$ cat config.mk
export PLATFORM = sky130hd
export DESIGN_NAME = noc_injection_arbiter
export DESIGN_NICKNAME = d
export VERILOG_FILES = /design/src/rtl/noc_injection_arbiter.sv
export SDC_FILE = /design/constraint.sdc
export NUM_CORES = 1
export LEC_CHECK = 0
export ABC_AREA = 1
export CAP_MARGIN = 20
export CORE_MARGIN = 5
export CORE_UTILIZATION = 39
export DETAILED_ROUTE_END_ITERATION = 6
export MAX_ROUTING_LAYER = met4
export PLACE_DENSITY = 0.82
export SKIP_LAST_GASP = 1
export SLEW_MARGIN = 20
export SYNTH_ARGS = -nofsm -noshare
export SYNTH_HDL_FRONTEND = slang
export SYNTH_SLANG_ARGS = --single-unit
$ cat constraint.sdc
create_clock -name clk_noc -period 5.3 [get_ports clk_noc]
set_clock_uncertainty 0.05 [all_clocks]
set_input_delay 1.59 -clock clk_noc [delete_from_list [all_inputs] [get_ports clk_noc]]
set_output_delay 1.59 -clock clk_noc [all_outputs]
set_load 0.02 [all_outputs]
$ cat src/rtl/noc_injection_arbiter.sv
// -----------------------------------------------------------------------------
// noc_injection_arbiter
//
// Shares a single NoC injection port between NumInputs flit sources. A source
// wins arbitration with a round-robin search starting at rr_ptr. Once a header
// flit is taken, the arbiter locks onto that source until its tail flit has
// been transferred, so a packet is never interleaved with another source.
// The output flit is held in a register (one cycle of latency) and stays stable
// while the NoC back-pressures.
//
// Ports
//   clk_noc              : sole clock
//   rst_noc              : synchronous active-high reset
//   s_flit_i             : packed source flits, source i at [i*NocDataWidth +: NocDataWidth]
//   s_flit_type_i        : packed source flit types (00 hdr, 01 body, 10 tail, 11 hdr+tail)
//   s_vc_i               : packed source VC ids
//   s_broadcast_i        : packed source broadcast fields
//   s_valid_i            : per-source valid
//   s_ready_o            : per-source ready (only the granted source may be high)
//   network_flit_o       : registered output flit
//   network_flit_type_o  : registered output flit type
//   network_vc_o         : registered output VC id
//   network_broadcast_o  : registered output broadcast field
//   network_valid_o      : output flit valid
//   network_ready_i      : NoC accepts the output flit
//   grant_o              : one-hot grant, zero when nobody is granted
//   locked_o             : high while in the middle of a packet
//   protocol_error_o     : sticky flag for malformed packet type sequences
//   packets_sent_o       : count of completed packets (wraps)
// -----------------------------------------------------------------------------
module noc_injection_arbiter #(
    parameter int NumInputs                = 3,
    parameter int NocDataWidth             = 64,
    parameter int flitTypeSize             = 2,
    parameter int NocVirtualChannelIdWidth = 3,
    parameter int NocBroadcastWidth        = 1
) (
    input  logic                                            clk_noc,
    input  logic                                            rst_noc,
    input  logic [NumInputs*NocDataWidth-1:0]               s_flit_i,
    input  logic [NumInputs*flitTypeSize-1:0]               s_flit_type_i,
    input  logic [NumInputs*NocVirtualChannelIdWidth-1:0]   s_vc_i,
    input  logic [NumInputs*NocBroadcastWidth-1:0]          s_broadcast_i,
    input  logic [NumInputs-1:0]                            s_valid_i,
    output logic [NumInputs-1:0]                            s_ready_o,
    output logic [NocDataWidth-1:0]                         network_flit_o,
    output logic [flitTypeSize-1:0]                         network_flit_type_o,
    output logic [NocVirtualChannelIdWidth-1:0]             network_vc_o,
    output logic [NocBroadcastWidth-1:0]                    network_broadcast_o,
    output logic                                            network_valid_o,
    input  logic                                            network_ready_i,
    output logic [NumInputs-1:0]                            grant_o,
    output logic                                            locked_o,
    output logic                                            protocol_error_o,
    output logic [15:0]                                     packets_sent_o
);

    localparam int IdxW = (NumInputs > 1) ? $clog2(NumInputs) : 1;

    localparam logic [flitTypeSize-1:0] TypeHeader   = flitTypeSize'(0);
    localparam logic [flitTypeSize-1:0] TypeBody     = flitTypeSize'(1);
    localparam logic [flitTypeSize-1:0] TypeTail     = flitTypeSize'(2);
    localparam logic [flitTypeSize-1:0] TypeHeadTail = flitTypeSize'(3);

    typedef enum logic {
        IDLE   = 1'b0,
        LOCKED = 1'b1
    } state_t;

    // ---------------------------------------------------------------------
    // State
    // ---------------------------------------------------------------------
    state_t                                 state_reg, state_next;
    logic [IdxW-1:0]                        lock_idx_reg, lock_idx_next;
    logic [IdxW-1:0]                        rr_ptr_reg, rr_ptr_next;
    logic                                   out_valid_reg, out_valid_next;
    logic [NocDataWidth-1:0]                out_flit_reg, out_flit_next;
    logic [flitTypeSize-1:0]                out_type_reg, out_type_next;
    logic [NocVirtualChannelIdWidth-1:0]    out_vc_reg, out_vc_next;
    logic [NocBroadcastWidth-1:0]           out_bc_reg, out_bc_next;
    logic                                   error_reg, error_next;
    logic [15:0]                            pkt_cnt_reg, pkt_cnt_next;

    // ---------------------------------------------------------------------
    // Unpack the per-source buses into arrays so the data mux is a plain index
    // ---------------------------------------------------------------------
    logic [NocDataWidth-1:0]                flit_arr [NumInputs];
    logic [flitTypeSize-1:0]                type_arr [NumInputs];
    logic [NocVirtualChannelIdWidth-1:0]    vc_arr   [NumInputs];
    logic [NocBroadcastWidth-1:0]           bc_arr   [NumInputs];

    generate
        for (genvar gi = 0; gi < NumInputs; gi++) begin : g_unpack
            assign flit_arr[gi] = s_flit_i[gi*NocDataWidth +: NocDataWidth];
            assign type_arr[gi] = s_flit_type_i[gi*flitTypeSize +: flitTypeSize];
            assign vc_arr[gi]   = s_vc_i[gi*NocVirtualChannelIdWidth +: NocVirtualChannelIdWidth];
            assign bc_arr[gi]   = s_broadcast_i[gi*NocBroadcastWidth +: NocBroadcastWidth];
        end
    endgenerate

    // ---------------------------------------------------------------------
    // Grant selection
    // ---------------------------------------------------------------------
    logic            grant_found_c;
    logic [IdxW-1:0] grant_idx_c;
    logic [IdxW-1:0] cand_idx_c;
    int              cand_c;

    always_comb begin
        grant_found_c = 1'b0;
        grant_idx_c   = '0;
        cand_idx_c    = '0;
        cand_c        = 0;
        if (state_reg == LOCKED) begin
            // Mid-packet: stay on the owner even if it momentarily drops valid.
            grant_found_c = 1'b1;
            grant_idx_c   = lock_idx_reg;
        end else begin
            for (int k = 0; k < NumInputs; k++) begin
                cand_c = int'(rr_ptr_reg) + k;
                if (cand_c >= NumInputs) begin
                    cand_c = cand_c - NumInputs;
                end
                cand_idx_c = IdxW'(cand_c);
                if (!grant_found_c && s_valid_i[cand_idx_c]) begin
                    grant_found_c = 1'b1;
                    grant_idx_c   = cand_idx_c;
                end
            end
        end
    end

    logic can_accept;
    assign can_accept = !out_valid_reg || network_ready_i;

    generate
        for (genvar gi = 0; gi < NumInputs; gi++) begin : g_grant
            // Grant is suppressed while reset is asserted so no source sees ready.
            assign grant_o[gi]   = !rst_noc && grant_found_c && (grant_idx_c == IdxW'(gi));
            assign s_ready_o[gi] = grant_o[gi] && can_accept;
        end
    endgenerate

    logic transfer_c;
    assign transfer_c = |(s_valid_i & s_ready_o);

    logic [flitTypeSize-1:0] sel_type_c;
    logic                    sel_eop_c;
    assign sel_type_c = type_arr[grant_idx_c];
    assign sel_eop_c  = (sel_type_c == TypeTail) || (sel_type_c == TypeHeadTail);

    // ---------------------------------------------------------------------
    // Next-state logic
    // ---------------------------------------------------------------------
    always_comb begin
        state_next     = state_reg;
        lock_idx_next  = lock_idx_reg;
        rr_ptr_next    = rr_ptr_reg;
        out_valid_next = out_valid_reg;
        out_flit_next  = out_flit_reg;
        out_type_next  = out_type_reg;
        out_vc_next    = out_vc_reg;
        out_bc_next    = out_bc_reg;
        error_next     = error_reg;
        pkt_cnt_next   = pkt_cnt_reg;

        if (transfer_c) begin
            out_valid_next = 1'b1;
            out_flit_next  = flit_arr[grant_idx_c];
            out_type_next  = sel_type_c;
            out_vc_next    = vc_arr[grant_idx_c];
            out_bc_next    = bc_arr[grant_idx_c];

            // First flit must be a header; continuation flits must not be.
            // Bad flits are still forwarded and still obey end-of-packet rules.
            if (state_reg == IDLE) begin
                if ((sel_type_c == TypeBody) || (sel_type_c == TypeTail)) begin
                    error_next = 1'b1;
                end
            end else begin
                if ((sel_type_c == TypeHeader) || (sel_type_c == TypeHeadTail)) begin
                    error_next = 1'b1;
                end
            end

            if (sel_eop_c) begin
                state_next   = IDLE;
                rr_ptr_next  = (grant_idx_c == IdxW'(NumInputs - 1)) ? '0 : grant_idx_c + 1'b1;
                pkt_cnt_next = pkt_cnt_reg + 16'd1;
            end else if (state_reg == IDLE) begin
                state_next    = LOCKED;
                lock_idx_next = grant_idx_c;
            end
        end else if (network_ready_i) begin
            out_valid_next = 1'b0;
        end
    end

    // ---------------------------------------------------------------------
    // Registers
    // ---------------------------------------------------------------------
    always_ff @(posedge clk_noc) begin
        if (rst_noc) begin
            state_reg     <= IDLE;
            lock_idx_reg  <= '0;
            rr_ptr_reg    <= '0;
            out_valid_reg <= 1'b0;
            out_flit_reg  <= '0;
            out_type_reg  <= '0;
            out_vc_reg    <= '0;
            out_bc_reg    <= '0;
            error_reg     <= 1'b0;
            pkt_cnt_reg   <= '0;
        end else begin
            state_reg     <= state_next;
            lock_idx_reg  <= lock_idx_next;
            rr_ptr_reg    <= rr_ptr_next;
            out_valid_reg <= out_valid_next;
            out_flit_reg  <= out_flit_next;
            out_type_reg  <= out_type_next;
            out_vc_reg    <= out_vc_next;
            out_bc_reg    <= out_bc_next;
            error_reg     <= error_next;
            pkt_cnt_reg   <= pkt_cnt_next;
        end
    end

    assign network_flit_o      = out_flit_reg;
    assign network_flit_type_o = out_type_reg;
    assign network_vc_o        = out_vc_reg;
    assign network_broadcast_o = out_bc_reg;
    assign network_valid_o     = out_valid_reg;
    assign locked_o            = (state_reg == LOCKED);
    assign protocol_error_o    = error_reg;
    assign packets_sent_o      = pkt_cnt_reg;

endmodule

==> flow_metrics.tcl, run 1 <==
set metrics [dict create \
    status "finished clean" \
    dieWidth_um 128 \
    post-route-period-util_pct 95.6 \
    place_ws_ns -0.126 \
    crit_fanout 6 \
    cp_cell_sequence "clkdlybuf4s50_1, inv_1, nand2_1, nand2_1, nor2_1, nand4_1, nand3_1, nand2_2, nor2_4, inv_1, nor2_1, dlygate4sd2_1" \
    drv_cap 0 \
    grt_pass1_vias 6257 \
    dieHeight_um 128 \
    synth.distinct_cells 25 \
    crit_path_max_incr_delay_ns 0.53 \
    route.vias.total 6817 \
    whs_endpoint "protocol_error_o" \
    viasPerCell 4.85 \
    max_freq_ghz 0.197 \
    cp.buffers_inverters 4 \
    post-route-util_pct 65.1 \
    setup_ws_ns 0.234 \
    synth_edf_count 0 \
    max_slew.worst_pin.slew_ns 0.783 \
    grt_first_pass_wirelength_um 31000 \
    die_area_mm2 0.0165 \
    endpoint_kind "output port" \
    hold_path.startpoint "protocol_error_o" \
    synth_compound_area_share_pct 8.69 \
    p_leak_nw 3.94 \
    synth.yosys.seq_area_share_pct 34.0 \
    synth_top_area_share_pct 34.0 \
    drc 0 \
    synth_top_family_by_area "simple AND/OR/NAND/NOR gates" \
    hold_path.class "register to register" \
    h-tree-depth 3 \
    tritoncts "yes" \
    synthSimpleGateAreaFrac_pct 47.6 \
    synthFlopType "dfxtp_1" \
    slew_viol_final 0 \
    rrSetupSlack_ns 1.65 \
    coreArea_mm2 0.0138 \
    fillers 1249 \
    synth.avg_cell_area_um2 5.82 \
    synthArstFlopShare_pct 0 \
    layout.area.seq_mm2 0.00186 \
    rows 43 \
    synth_warnings 0 \
    grt-ovfl-total 0 \
    port_buffers 310 \
    finalNonFillerCells 1406 \
    period_needed_ns 5.07 \
    critPathTopFamily "buffers and inverters" \
    largest_reg_flops 64 \
    drt_iter0_drc 387 \
    dp_hpwl_um 15100 \
    cp_slowest_cell "clkdlybuf4s50_1" \
    final_hold_viol_count 0 \
    ant_nets 0 \
    synth_xor_area_share_pct 0.160 \
    place.gp.congestion 0.875 \
    syn-cell-area_mm2 0.00547 \
    postCtsSetupBuffers 0 \
    multi_input_area_mm2 0.00321 \
    reg2reg_depth 25 \
    syn_inst 940 \
    irDropWorstVdd_mv 0.291 \
    setup.worst_path.class "input port to output port" \
    ctsRootBufferMaster "clkbuf_16" \
    ys_ff_latch 93 \
    crit_arrival_ns 3.43 \
    clk_pin_slew_ns 0.07 \
    r2r-start "rr_ptr_reg[0]" \
    firstDrtPassIters 4 \
    grt_max_degree 94 \
    cts_made_buffers 9 \
    synth_top_area_cell "dfxtp_1" \
    synthAdderAreaFrac_pct 1.60 \
    p_per_area_mw_per_mm2 526 \
    wire_per_inst_um 14.2 \
    hold_depth 2 \
    cts_num_sinks 93 \
    syn_nets 1163 \
    syn_to_final_growth_pct 64.5 \
    dpl.cell_count 1389 \
    finalSetupViolCount 0 \
    crit_path_start_kind "input port" \
    start_util_pct 39.6 \
    p_total_mw 4.74 \
    antenna_found_initial 1 \
    synthTopCellsByArea "dfxtp_1 34%, nand2_1 23%, nor2_1 13%" \
    fin_nets 1443 \
    rsz0062_at_grt "no" \
    drive_above_1_share_pct 3.67 \
    io_pins 311 \
    max-slew-margin-rel_pct 47.8 \
    worstSkewPairLatency_ns 0.35 \
    clock_path_buffers 2 \
    routed_wl_um 20000 \
    r2r-end "packets_sent_o[15]" \
    track_usage_pct 23.9 \
    crit_required_ns 3.66 \
    synth.area.mux_share_pct 0 \
    hold_ws_ns 0.422 \
]
==> Yosys cell counts, types with 2 or more instances <==
master	number
buf_4	8
dfxtp_1	93
nand4_1	6
nand2_1	340
ha_1	7
inv_2	4
nand3_1	98
nor3_1	11
buf_6	3
nor2_1	190
inv_1	32
buf_1	23
buf_2	19
o21ai_1	2
a21oi_1	90
clkbuf_1	5
==> worst max-delay path by stage <==
stage	start	endpoint	slack, ns	cells after the start
finish	s_valid_i[0]	grant_o[1]	0.23	12
global route	s_valid_i[2]	grant_o[1]	0.02	14
CTS	s_valid_i[1]	s_ready_o[1]	0.16	14
detailed placement	s_valid_i[1]	s_ready_o[1]	-0.13	14
global placement	s_valid_i[1]	s_ready_o[1]	-0.1	14
floorplan	s_valid_i[2]	s_ready_o[1]	0.54	12
==> kinds of logic (layout without fill, tap and decap cells) <==
| group | Yosys count | count (layout) |
|---|---|---|
| other cells | 0 | 1 |
| simple gates | 650 | 650 |
| xor+xnor | 1 | 1 |
| compound gates | 94 | 94 |
| buf+inv | 95 | 380 |
| fa+ha+maj | 7 | 7 |
| flops | 93 | 93 |
==> layer usage <==
layer	track usage [%]	wire, um
met1	26.4	7800
met2	42.1	10100
met3	5.23	1640
met4	8.43	442
met5	-	0
==> worst min-delay path: stages (launching register included) <==
cell,delay (ns)
dfxtp_1,0.33
a21oi_1,0.04
nor2_1,0.07
==> stage by stage <==
step / cell area, um2 / setup TNS (ns)
final: 9000 / 0
after global placement: 8710 / -0.367
after detailed placement: 8710 / -0.387
after CTS: 9000 / 0
after global routing: 9000 / 0
after floorplan: 5470 / 0
==> layout make-up <==
cell class	count	area share (%)
Timing Repair Buffer	327	36.3
Multi-Input combinational cell	752	35.6
Sequential cell	93	20.7
Clock buffer	9	2.50
Tap cell	180	2.50
Inverter	37	1.54
Clock inverter	7	0.820
Antenna cell	1	0.0278
==> report_power, final <==
group          total [mW]  internal, mW  switching, mW  leakage (nW)
clock network       0.648         0.367          0.281         0.146
registers           0.997         0.896          0.101         0.762
logic                3.09          1.16           1.93          3.03
total                4.74          2.43           2.31          3.94
==> placed cells by master, fill, tap and decap left out, types with 2 or more instances in the layout <==
| cell type | n |
|---|---|
| buf_4 | 13 |
| nor3_1 | 11 |
| inv_1 | 32 |
| dlygate4sd2_1 | 4 |
| clkbuf_16 | 9 |
| o21ai_1 | 2 |
| inv_2 | 4 |
| nand4_1 | 6 |
| nand2_1 | 339 |
| clkinv_4 | 2 |
| buf_12 | 4 |
| nor2_4 | 2 |
| dfxtp_1 | 93 |
| a21oi_1 | 90 |
| nand3_1 | 97 |
| clkbuf_2 | 2 |
| clkinv_2 | 2 |
| nand2_2 | 2 |
| ha_1 | 7 |
| clkdlybuf4s50_1 | 303 |
| nor2_1 | 189 |
==> timing repair <==
action,CTS,global route
setup endpoints to repair,6,5
hold buffers,0,0
resized for setup,6,7
Power figures use the tool's default switching activity.
==> inputs of run 2 (changes only) <==
Settings changed: CAP_MARGIN 20 to 0.
==> results of run 2 <==
The final DEF is identical to that of run 1; final timing and power are the same.
==> inputs of run 3 (changes only) <==
Settings changed: GPL_ROUTABILITY_DRIVEN from default to 0.
==> run 3 against run 2 <==
Via count fell by 0.82%; die area is the same; combinational power hardly changed; sequential power hardly changed; sequential cell count stayed put; register-to-register slack worse by 0.11 ns; clock power up 4.3%; power grew 0.13%; critical path depth is 2 higher; non-clock buffer count increased by 3; largest cell class unchanged.
==> flow_metrics.tcl, run 3 (synthesized netlist as in run 1, its figures left out) <==
set metrics [dict create \
    multi_input_area_mm2 0.00321 \
    finalSetupViolCount 0 \
    cts_made_buffers 9 \
    r2r-end "packets_sent_o[15]" \
    largest_reg_flops 64 \
    max_slew.worst_pin.slew_ns 0.782 \
    hold_path.class "register to register" \
    period_needed_ns 5.14 \
    grt_use_met2_pct 41.2 \
    tritoncts "yes" \
    critPathTopFamily "buffers and inverters" \
    whs_endpoint "network_flit_o[26]" \
    fillers 1272 \
    firstDrtPassIters 4 \
    ctsRootBufferMaster "clkbuf_16" \
    drive_above_1_share_pct 3.91 \
    postCtsSetupBuffers 0 \
    final_cell_mix "339 x nand2_1, 304 x clkdlybuf4s50_1, 189 x nor2_1, 97 x nand3_1, 93 x dfxtp_1" \
    p_leak_nw 3.94 \
    coreArea_mm2 0.0138 \
    met3_usage_pct 5.98 \
    viasPerCell 4.80 \
    rows 43 \
    grt_pass1_vias 6110 \
    cp.buffers_inverters 4 \
    post-route-period-util_pct 96.9 \
    dieHeight_um 128 \
    p_per_area_mw_per_mm2 526 \
    endpoint_kind "output port" \
    setup.worst_path.class "input port to output port" \
    p_seq_share_pct 21.0 \
    max_freq_ghz 0.195 \
    use_met1_pct 25.5 \
    drc 0 \
    layout.area.seq_mm2 0.00186 \
    r2r-start "rr_ptr_reg[0]" \
    drv_cap 0 \
    hold_path.startpoint "network_flit_o[26]" \
    crit_arrival_ns 3.50 \
    hold_depth 2 \
    crit_path_start_kind "input port" \
    stdcell_area_mm2 0.00902 \
    grt_first_pass_wirelength_um 30100 \
    clock_path_buffers 2 \
    drt_iter0_drc 393 \
    dieWidth_um 128 \
    max-slew-margin-rel_pct 47.8 \
    rrSetupSlack_ns 1.54 \
    track_usage_pct 23.2 \
    clkPwrFrac_pct 14.3 \
    reg2reg_depth 26 \
    status "finished clean" \
    clk_pin_slew_ns 0.06 \
    place_ws_ns -0.115 \
    post-route-util_pct 65.2 \
    route.vias.total 6761 \
    setup_ws_ns 0.162 \
    fin_nets 1446 \
    cp_cell_sequence "clkdlybuf4s50_1, inv_1, nand2_1, nand3_1, nand2_1, nand2_1, nand2_1, nand2_1, nand3_1, nand2_2, nor2_4, inv_1, nor2_1, dlygate4sd2_1" \
    crit_required_ns 3.66 \
    h-tree-depth 3 \
    ant_nets 0 \
    power_frac_comb_pct 64.7 \
    setup_tns_ns 0 \
    grt_max_degree 80 \
    crit_top_cell "nand2_1" \
    cts_num_sinks 93 \
    die_area_mm2 0.0165 \
    grt-ovfl-total 0 \
    dpl_cell_area_mm2 0.00871 \
    crit_fanout 6 \
    cp_slowest_cell "clkdlybuf4s50_1" \
    dp_hpwl_um 14900 \
    crit_path_max_incr_delay_ns 0.58 \
    p_sw_mw 2.29 \
    start_util_pct 39.6 \
    routed_wl_um 19800 \
    final_hold_viol_count 0 \
    busiest_layer "met2" \
    layout_commonest_cell "nand2_1" \
    antenna_found_initial 1 \
    wire_per_inst_um 14.1 \
    rsz0062_at_grt "no" \
    netSwitchingFraction_pct 48.3 \
    p_int_mw 2.45 \
    critPathLaunch "s_valid_i[1]" \
    syn_to_final_growth_pct 64.8 \
    io_pins 311 \
    port_buffers 310 \
    worstSkewPairLatency_ns 0.34 \
    irDropWorstVdd_mv 0.374 \
    slew_viol_final 0 \
]
## run 3: final cells by class
class / count / share of cell area (%)
Inverter: 37 / 1.54
Clock inverter: 4 / 0.610
Timing Repair Buffer: 330 / 36.2
Tap cell: 180 / 2.50
Sequential cell: 93 / 20.6
Clock buffer: 12 / 2.95
Multi-Input combinational cell: 752 / 35.6
Antenna cell: 1 / 0.0277
## run 3: worst min-delay path, cell delays in order (launching register included)
cell	delay, ns
dfxtp_1	0.32
nor2_1	0.04
nor2_1	0.08
## run 3: repair_timing
item	CTS	global route
endpoints found under the hold margin	0	0
endpoints found under the setup margin	6	2
hold buffers	0	0
gates resized for setup	6	6
pin swaps	0	0
## run 3: metal layers
layer / wire [um] / vias up
li1: - / 3535
met1: 7810 / 2975
met2: 9850 / 222
met3: 1790 / 29
met4: 402 / 0
met5: 0 / -
## run 3: through the flow
step	total power, mW	instances	hold WS (ns)
3_5_place_dp	4.12	1392	0.422
5_1_grt	5.18	1409	0.449
4_1_cts	4.80	1408	0.434
6_report	4.74	1409	0.431
3_3_place_gp	4.08	1392	0.410
2_1_floorplan	3.03	940	0.401
## run 3: worst max path at each step
stage / endpoint / slack, ns / cells past startpoint
2_1_floorplan: s_ready_o[1] / 0.54 / 12
3_3_place_gp: s_ready_o[0] / -0.06 / 12
3_5_place_dp: s_ready_o[1] / -0.12 / 14
4_1_cts: s_ready_o[1] / 0.17 / 14
5_1_grt: s_ready_o[2] / 0.01 / 12
6_report: grant_o[1] / 0.16 / 14
## run 3: power groups by stage
stage | Combinational (mW) | Sequential [mW] | Clock, mW
final | 3.07 | 0.996 | 0.676
after global routing | 3.43 | 1.02 | 0.728
after CTS | 3.10 | 0.998 | 0.696
after detailed placement | 3.10 | 1.01 | 0
after global placement | 3.08 | 1.00 | 0
after floorplan | 1.81 | 1.23 | 0
